File: config.mk
export PLATFORM = sky130hd
export DESIGN_NAME = apb_master_fsm
export DESIGN_NICKNAME = d
export VERILOG_FILES = /design/src/rtl/bridge_pkg.sv /design/src/rtl/bridge_req_fifo.sv /design/src/rtl/apb_master_fsm.sv
export SDC_FILE = /design/constraint.sdc
export NUM_CORES = 1
export LEC_CHECK = 0
export BUFFER_PORTS_ARGS = -buffer_cell sky130_fd_sc_hd__buf_2
export CAP_MARGIN = 20
export CORE_MARGIN = 2
export CORE_UTILIZATION = 35
export CTS_BUF_LIST = sky130_fd_sc_hd__clkbuf_4 sky130_fd_sc_hd__clkbuf_8 sky130_fd_sc_hd__clkbuf_16
export DETAILED_ROUTE_END_ITERATION = 12
export SLEW_MARGIN = 25
export SYNTH_ARGS = -nofsm -noshare
export SYNTH_HDL_FRONTEND = slang
export SYNTH_SLANG_ARGS = --single-unit
export TNS_END_PERCENT = 50
File: constraint.sdc
create_clock -name HCLK -period 6.2 [get_ports HCLK]
set_input_delay 0.93 -clock HCLK [delete_from_list [all_inputs] [get_ports HCLK]]
set_output_delay 0.93 -clock HCLK [all_outputs]
set_load 0.05 [all_outputs]
File: src/rtl/bridge_pkg.sv
// Shared definitions for the AHB-to-APB bridge: APB master states, AHB
// transfer/burst encodings and default bus widths.
package bridge_pkg;

   localparam int ADDR_W_DEF = 32;
   localparam int DATA_W_DEF = 32;

   typedef enum logic [1:0] {
      IDLE   = 2'd0,
      SETUP  = 2'd1,
      ACCESS = 2'd2
   } apb_state_e;

   localparam logic [1:0] HTRANS_IDLE   = 2'b00;
   localparam logic [1:0] HTRANS_BUSY   = 2'b01;
   localparam logic [1:0] HTRANS_NONSEQ = 2'b10;
   localparam logic [1:0] HTRANS_SEQ    = 2'b11;

   localparam logic [2:0] HBURST_SINGLE = 3'b000;
   localparam logic [2:0] HBURST_INCR   = 3'b001;
   localparam logic [2:0] HBURST_WRAP4  = 3'b010;
   localparam logic [2:0] HBURST_INCR4  = 3'b011;
   localparam logic [2:0] HBURST_WRAP8  = 3'b100;
   localparam logic [2:0] HBURST_INCR8  = 3'b101;
   localparam logic [2:0] HBURST_WRAP16 = 3'b110;
   localparam logic [2:0] HBURST_INCR16 = 3'b111;

   // Wait counter width; a disabled timeout still gets one bit.
   function automatic int cnt_width(input int timeout);
      return (timeout < 1) ? 1 : $clog2(timeout + 1);
   endfunction

endpackage

File: src/rtl/bridge_req_fifo.sv
// Request buffer between the AHB-side latch and the APB master. Exposes the
// head entry and the entry that will be head after the next pop.
module bridge_req_fifo #(
   parameter int DEPTH = 2,
   parameter int W     = 65
) (
   input  logic                         clk,
   input  logic                         rst,
   input  logic                         push_i,
   input  logic                         pop_i,
   input  logic [W-1:0]                 wr_data_i,
   output logic [W-1:0]                 head_o,
   output logic [W-1:0]                 next_head_o,
   output logic                         full_o,
   output logic                         empty_o,
   output logic [$clog2(DEPTH+1)-1:0]   count_o
);

   localparam int PTR_W = $clog2(DEPTH);
   localparam int CW    = $clog2(DEPTH + 1);

   logic [W-1:0]     mem [DEPTH];
   logic [PTR_W-1:0] wr_ptr_q;
   logic [PTR_W-1:0] rd_ptr_q;
   logic [CW-1:0]    count_q;
   logic             push_ok;
   logic             pop_ok;

   assign full_o  = (count_q == CW'(DEPTH));
   assign empty_o = (count_q == '0);
   assign count_o = count_q;
   assign push_ok = push_i && !full_o;
   assign pop_ok  = pop_i && !empty_o;

   always_ff @(posedge clk) begin
      if (push_ok) mem[wr_ptr_q] <= wr_data_i;
   end

   always_ff @(posedge clk or posedge rst) begin
      if (rst) begin
         wr_ptr_q <= '0;
         rd_ptr_q <= '0;
         count_q  <= '0;
      end else begin
         if (push_ok) wr_ptr_q <= wr_ptr_q + PTR_W'(1);
         if (pop_ok)  rd_ptr_q <= rd_ptr_q + PTR_W'(1);
         case ({push_ok, pop_ok})
            2'b10:   count_q <= count_q + CW'(1);
            2'b01:   count_q <= count_q - CW'(1);
            default: count_q <= count_q;
         endcase
      end
   end

   assign head_o = mem[rd_ptr_q];
   // With a single entry left, the successor is whatever is being pushed now.
   assign next_head_o = (count_q > CW'(1)) ? mem[rd_ptr_q + PTR_W'(1)] : wr_data_i;

endmodule

File: src/rtl/apb_master_fsm.sv
// APB master stage of the AHB-to-APB bridge: buffers AHB-side requests and
// runs SETUP/ACCESS for each, returning read data and error pulses.
module apb_master_fsm
   import bridge_pkg::*;
#(
   parameter int ADDR_W     = ADDR_W_DEF,
   parameter int DATA_W     = DATA_W_DEF,
   parameter int FIFO_DEPTH = 2,
   parameter int TIMEOUT    = 16
) (
   input  logic              HCLK,
   input  logic              HRESET,
   input  logic              VALID,
   input  logic [ADDR_W-1:0] HADDR_TEMP,
   input  logic [DATA_W-1:0] HWDATA_TEMP,
   input  logic              HWRITE_TEMP,
   output logic              HREADYOUT,
   output logic [DATA_W-1:0] HRDATA,
   output logic              RDVALID,
   output logic              HRESP,
   output logic              PSEL,
   output logic              PENABLE,
   output logic [ADDR_W-1:0] PADDR,
   output logic [DATA_W-1:0] PWDATA,
   output logic              PWRITE,
   input  logic [DATA_W-1:0] PRDATA,
   input  logic              PREADY,
   input  logic              PSLVERR
);

   localparam int ENT_W  = ADDR_W + DATA_W + 1;
   localparam int CNT_W  = cnt_width(TIMEOUT);
   localparam int FCNT_W = $clog2(FIFO_DEPTH + 1);
   localparam logic [CNT_W-1:0] CNT_SAT = {CNT_W{1'b1}};
   localparam logic [CNT_W-1:0] TO_LAST = CNT_W'((TIMEOUT > 0) ? TIMEOUT - 1 : 0);

   apb_state_e        state_q;
   logic [CNT_W-1:0]  wait_cnt_q;
   logic              psel_q;
   logic              penable_q;
   logic              pwrite_q;
   logic [ADDR_W-1:0] paddr_q;
   logic [DATA_W-1:0] pwdata_q;
   logic [DATA_W-1:0] hrdata_q;
   logic              rdvalid_q;
   logic              hresp_q;

   logic [ENT_W-1:0]  fifo_head;
   logic [ENT_W-1:0]  fifo_next;
   logic              fifo_full;
   logic              fifo_empty;
   logic [FCNT_W-1:0] fifo_count;
   logic              fifo_push;
   logic              fifo_pop;
   logic              timeout_hit;
   logic              more_after_pop;

   assign HREADYOUT      = !fifo_full;
   assign fifo_push      = VALID && HREADYOUT;
   assign timeout_hit    = (TIMEOUT != 0) && !PREADY && (wait_cnt_q == TO_LAST);
   assign fifo_pop       = (state_q == ACCESS) && (PREADY || timeout_hit);
   assign more_after_pop = (fifo_count > FCNT_W'(1)) || fifo_push;

   bridge_req_fifo #(
      .DEPTH (FIFO_DEPTH),
      .W     (ENT_W)
   ) u_req_fifo (
      .clk         (HCLK),
      .rst         (HRESET),
      .push_i      (fifo_push),
      .pop_i       (fifo_pop),
      .wr_data_i   ({HADDR_TEMP, HWDATA_TEMP, HWRITE_TEMP}),
      .head_o      (fifo_head),
      .next_head_o (fifo_next),
      .full_o      (fifo_full),
      .empty_o     (fifo_empty),
      .count_o     (fifo_count)
   );

   always_ff @(posedge HCLK or posedge HRESET) begin
      if (HRESET) begin
         state_q    <= IDLE;
         wait_cnt_q <= '0;
         psel_q     <= 1'b0;
         penable_q  <= 1'b0;
         pwrite_q   <= 1'b0;
         paddr_q    <= '0;
         pwdata_q   <= '0;
         hrdata_q   <= '0;
         rdvalid_q  <= 1'b0;
         hresp_q    <= 1'b0;
      end else begin
         rdvalid_q <= 1'b0;
         hresp_q   <= 1'b0;
         case (state_q)
            IDLE: begin
               if (!fifo_empty) begin
                  {paddr_q, pwdata_q, pwrite_q} <= fifo_head;
                  psel_q    <= 1'b1;
                  penable_q <= 1'b0;
                  state_q   <= SETUP;
               end
            end
            SETUP: begin
               penable_q  <= 1'b1;
               wait_cnt_q <= '0;
               state_q    <= ACCESS;
            end
            ACCESS: begin
               if (PREADY) begin
                  if (PSLVERR) begin
                     hresp_q <= 1'b1;
                  end else if (!pwrite_q) begin
                     hrdata_q  <= PRDATA;
                     rdvalid_q <= 1'b1;
                  end
                  penable_q <= 1'b0;
                  if (more_after_pop) begin
                     {paddr_q, pwdata_q, pwrite_q} <= fifo_next;
                     state_q <= SETUP;
                  end else begin
                     psel_q  <= 1'b0;
                     state_q <= IDLE;
                  end
               end else if (timeout_hit) begin
                  hresp_q   <= 1'b1;
                  psel_q    <= 1'b0;
                  penable_q <= 1'b0;
                  state_q   <= IDLE;
               end else if (wait_cnt_q != CNT_SAT) begin
                  wait_cnt_q <= wait_cnt_q + CNT_W'(1);
               end
            end
            default: begin
               psel_q    <= 1'b0;
               penable_q <= 1'b0;
               state_q   <= IDLE;
            end
         endcase
      end
   end

   assign PSEL    = psel_q;
   assign PENABLE = penable_q;
   assign PWRITE  = pwrite_q;
   assign PADDR   = paddr_q;
   assign PWDATA  = pwdata_q;
   assign HRDATA  = hrdata_q;
   assign RDVALID = rdvalid_q;
   assign HRESP   = hresp_q;

endmodule

**Word level (Yosys, flattened, before mapping)**

Memory sizes are Yosys's and may differ from the RTL's.
Index checks and enable logic that the tools add are counted.

- Register bits: 112
- Bits in latches: 0
- Memory bits (writable): 130
- ROM bits: 0
- Input port bits: 102
- Output and inout bits: 102
- Logic and storage cells: 99
- Memories: 1

- Add/subtract/negate cells: 5
- Multipliers: 0
- Divide/modulo/power cells: 0
- Magnitude comparators: 1
- Equality and inequality tests: 15
- Shift-type cells: 0
- Mux-type cells: 41
- Bitwise logic cells: 3
- Reduce and logical (&&, ||, !) cells: 20

Memory list:

| name | depth | width | rd ports | clocked after Yosys merged registers in | wr ports | line | source |
|---|---|---|---|---|---|---|---|
| u_req_fifo.mem | 2 | 65 | 2 | 0 | 1 | bridge_req_fifo.sv:22 | `logic [W-1:0] mem [DEPTH];` |

Operators by type and width:

| kind | number |
|---|---|
| $mux 32 | 6 |
| $pmux 32 s2 | 2 |
| $mux 65 | 1 |
| $mux 1 | 20 |
| $reduce_and 4->1 | 4 |
| $mux 5 | 3 |
| $ne 2x2->1 const B | 5 |
| $pmux 5 s2 | 1 |
| $eq 2x2->1 const B | 3 |
| $mux 2 | 3 |
| $ne 3x3->1 const B | 2 |
| $pmux 1 s3 | 2 |
| $pmux 2 s3 | 1 |
| $reduce_bool 2->1 | 3 |
| $add 5x1->5 const B | 1 |
| $eq 5x4->1 const B | 1 |
| $logic_and 1x1->1 | 5 |
| $ne 5x5->1 const B | 1 |
| $eq 2x1->1 const B | 2 |
| $logic_not 2->1 | 2 |
| $pmux 2 s2 | 1 |
| $logic_not 1->1 | 3 |
| $not 1->1 | 3 |
| $add 1x1->1 const B | 2 |
| other kinds (7) | 8 |

**Longest topological paths before layout**

- Word-level depth: 7
- Mapped depth: 8
- Mapped depth without buffers: 8

**Cells and area by module**

Synthesis repeated with hierarchy kept, for this count alone.

- Cell total of the unflattened synthesis: 702
- Area, all modules: 11567.3 um^2

Modules (own cells, without submodules):

| module | times used | cells an instance | area each (um^2) | seq. area each (um^2) |
|---|---|---|---|---|
| bridge_req_fifo | 1 | 370 | 6660.1 | 4003.8 |
| apb_master_fsm | 1 | 332 | 4907.2 | 2677.6 |

**Least setup slack after synthesis**

Ideal clock, no wire load.

- Path type: input to register
- Start point: in VALID
- End point: mem u_req_fifo.mem[0][0], enable pin
- Setup time: 488 ps
- Data arrival time: 3996 ps
- Required time: 5712 ps
- Setup slack: 1716 ps
- Cell stages on the path: 3
- Buffers on the path: 0
- Cell sequence: nor2b_1 inv_1 nor2_1

- Cells in the longest elaborated chain, start to end: 4

Ends and longest elaborated chain:

| item | line | source |
|---|---|---|
| from (decl) | apb_master_fsm.sv:13 | `input logic VALID,` |
| $logic_and 1x1->1 | apb_master_fsm.sv:59 | `assign fifo_push = VALID && HREADYOUT;` |
| $logic_and 1x1->1 | bridge_req_fifo.sv:32 | `assign push_ok = push_i && !full_o;` |
| $mux 1 | bridge_req_fifo.sv:36 | `if (push_ok) mem[wr_ptr_q] <= wr_data_i;` |
| $mux 1 (not written as such) | bridge_req_fifo.sv:36 |  |
| to (decl) | bridge_req_fifo.sv:22 |  |

No other way between the ends.

**Final worst setup path**

- Start point: reg u_req_fifo.count_q[1], in the netlist u_req_fifo.count_o[1]
- End point: mem u_req_fifo.mem[0][52], enable pin

- Cells in the longest elaborated chain, start to end: 6

Ends and longest elaborated chain:

| item | line | source |
|---|---|---|
| from (decl) | bridge_req_fifo.sv:25 | `logic [CW-1:0] count_q;` |
| from (signal assigned) | bridge_req_fifo.sv:48 | `2'b10: count_q <= count_q + CW'(1);` |
| from (signal assigned) | bridge_req_fifo.sv:49 | `2'b01: count_q <= count_q - CW'(1);` |
| from (signal assigned) | bridge_req_fifo.sv:50 | `default: count_q <= count_q;` |
| $eq 2x2->1 (*) | bridge_req_fifo.sv:29 | `assign full_o = (count_q == CW'(DEPTH));` |
| $logic_not 1->1 (*) | bridge_req_fifo.sv:32, apb_master_fsm.sv:58 |  |
| $logic_and 1x1->1 | apb_master_fsm.sv:59 |  |
| $logic_and 1x1->1 (*) | bridge_req_fifo.sv:32 |  |
| $mux 1 (*) | bridge_req_fifo.sv:36 |  |
| $mux 1 (not written as such) (*) | bridge_req_fifo.sv:36 |  |

Every way passes the cells marked *; elsewhere a longest branch is shown, timed or not.

==> impl_metrics.py <==
metrics = {
    "critical_path": {
        "reg2regPathDepth": 5,
        "cp_max_fo": 37,
        "worstSetupStartpointType": "register",
        "endpoint_kind": "register",
        "r2r_slack_ns": 3.28,
        "critPathRequiredTime_ns": 6.37,
        "crit_arrival_ns": 3.09,
        "path_class": "reg2reg",
    },
    "power": {
        "p_leak_nw": 6.00,
        "power_density_nw_per_um2": 609,
        "vdd_drop_max_uv": 436,
    },
    "global_route": {
        "grt_max_degree": 137,
        "antenna_found_initial": 3,
        "use_met2_pct": 25.2,
        "use_met3_pct": 3.83,
        "overflow": 0,
        "grt_pass1_vias": 7803,
        "grt_pass1_wl_um": 41300,
        "use_met1_pct": 20.9,
        "grtUsageTotal_pct": 15.5,
        "busiest_layer": "met2",
    },
    "yosys": {
        "synth_nets": 1026,
        "synth_cell_types": 32,
        "synth.avg_cell_area_um2": 12.1,
        "ys_seq_area_share_pct": 60.2,
        "synth.cell_area_um2": 11100,
        "synthCells": 917,
        "ys_ff_latch": 241,
        "ys_warn_count": 0,
    },
    "clocking": {
        "cts_tree": "yes",
        "htreeDepth": 1,
        "insertion_delay_ns": 0.53,
        "cts_resized": 0,
        "cts.sinks": 241,
        "cts-root-buf": "clkbuf_16",
        "clk_path_buf_depth": 3,
        "cts_hold_buf": 0,
        "numCtsBuffers": 28,
        "post-cts-setup-buffer-count": 0,
        "clkTransAtPathRegs_ns": 0.06,
    },
    "sta": {
        "finalMaxSlewViolations": 0,
        "final.period_utilization_pct": 47.1,
        "slew_headroom_pct": 33.3,
        "fin_setup_tns_ns": 0,
        "worstMarginPinSlew_ns": 0.998,
        "period_needed_ns": 2.92,
        "max_freq_ghz": 0.342,
        "finalSetupViolations": 0,
        "finClkSkew_ns": 0.00861,
        "hold_viol": 0,
        "rsz0062_at_grt": "false",
    },
    "placement": {
        "io_buffer_count": 203,
        "postPlaceCellArea_um2": 12400,
        "hpwl_um": 14900,
        "place_congestion": 0.732,
    },
    "floorplanning": {
        "io_pins": 204,
        "initial_utilization_pct": 35.4,
        "fp.dieH_um": 182,
        "dieArea_um2": 33200,
        "design.core.area_um2": 31400,
        "fp.dieW_um": 182,
        "num_rows": 65,
    },
    "detailed_routing": {
        "routed_wl_um": 25400,
        "drt-initial-drc-count": 417,
        "drcViolationCount": 0,
        "wl_per_cell_um": 16.7,
        "dr_total_vias": 7562,
        "vias_per_cell": 4.96,
        "firstDrtPassIters": 4,
        "postRouteAntennaNets": 0,
    },
    "finish": {
        "syn2layout_area_growth_pct": 21.4,
        "finish.utilization_pct": 42.9,
        "final_common_cell": "buf_2",
        "drive_gt1_share_pct": 33.0,
        "nNetsFinal": 1207,
        "final_cell_mix": "buf_2, nand2_1, nand2b_1, a21oi_1, edfxtp_1",
        "final_cell_area_um2": 13500,
    },
    "worst_hold_path": {
        "hold_class": "in2async",
    },
    "job": {
        "drv_cap": 0,
    },
    "outcome": {
        "status": "complete, no violations",
    },
}
cell usage after synthesis:
library cell	number	area [um2]
a211o_1	65	569
a21oi_1	133	666
and2_1	2	12.5
and3_1	1	6.26
buf_1	1	3.75
buf_2	29	145
buf_4	4	30.0
buf_6	3	33.8
clkbuf_1	24	90.1
dfrtp_1	111	2780
edfxtp_1	130	3900
ha_1	7	87.6
inv_1	7	26.3
inv_2	1	3.75
mux2_2	68	766
mux2_4	29	435
mux2i_1	1	10.0
nand2_1	138	518
nand2b_1	132	826
nand3_1	4	20.0
nand4bb_1	1	11.3
nor2_1	6	22.5
nor2b_1	4	25.0
nor3_1	2	10.0
o211ai_1	1	7.51
o21ai_0	3	15.0
o311ai_0	1	8.76
or2_2	2	12.5
or4_1	1	7.51
or4b_1	1	10.0
xnor2_1	2	17.5
xor2_1	3	26.3
sequential cells by signal (all words and copies together) (netlist names):
register	count
HRESP	1
PADDR	32
u_req_fifo.wr_ptr_q	1
PWRITE	1
RDVALID	1
PWDATA	32
u_req_fifo.count_o	2
u_req_fifo.mem	130
wait_cnt_q	5
HRDATA	32
PENABLE	1
u_req_fifo.rd_ptr_q	1
PSEL	1
state_q	1
cell type report:
| cell class | count | area (um2) |
|---|---|---|
| fill | 2922 | 17900 |
| clock inverter | 18 | 220 |
| tap | 402 | 503 |
| antenna | 4 | 10.0 |
| inverter | 8 | 32.5 |
| timing repair buffer | 212 | 1110 |
| clock buffer | 34 | 776 |
| multi-input combinational | 607 | 4140 |
| sequential | 241 | 6690 |
final timing paths:
kind,from,to
hold / removal,HRESET,HRDATA[27]
setup / recovery,u_req_fifo.count_o[1],u_req_fifo.mem[0][52]
max in group asynchronous,HRESET,PADDR[7]
min in group HCLK,HRDATA[31],HRDATA[31]
setup reg to reg,u_req_fifo.count_o[1],u_req_fifo.mem[0][52]
hold reg to reg,HRDATA[31],HRDATA[31]
metrics by stage:
stage | hold WS, ns | instances | setup WS (ns) | total power, mW
2_1_floorplan | 0.456 | 917 | 1.72 | 5.65
3_3_place_gp | 0.486 | 1469 | 2.90 | 6.45
3_5_place_dp | 0.486 | 1469 | 2.88 | 6.52
4_1_cts | 0.503 | 1521 | 3.10 | 8.31
5_1_grt | 0.518 | 1523 | 3.03 | 8.73
6_report | 0.497 | 1526 | 3.28 | 8.21
cell families (layout without fill, tap and decap cells):
logic type	count (synthesis)	in the layout	share of synthesized area [%]
mux	98	98	10.9
simple gates	294	294	13.3
compound gates	203	203	11.4
xor+xnor	5	5	0.394
buf+inv	69	272	3.00
fa+ha+maj	7	7	0.789
flops	241	241	60.2
other cells	0	4	0
metal layers:
layer  up-vias  wire, um
met4         2       412
li1       3614         -
met2       200     11800
met1      3709     11500
met5         -        13
met3        37      1740
critical path: stages (launching register included):
cell     delay [ns]
dfrtp_1        0.46
ha_1           0.23
nor2b_1        0.30
inv_1          0.15
nor2_4         0.77
buf_4          0.61
where the power goes:
group | internal [mW] | switching [mW]
sequential | 2.29 | 0.311
clock | 1.10 | 0.654
combinational | 1.40 | 2.46
total | 4.79 | 3.43
Note: power is estimated with default switching activity, not from simulation.
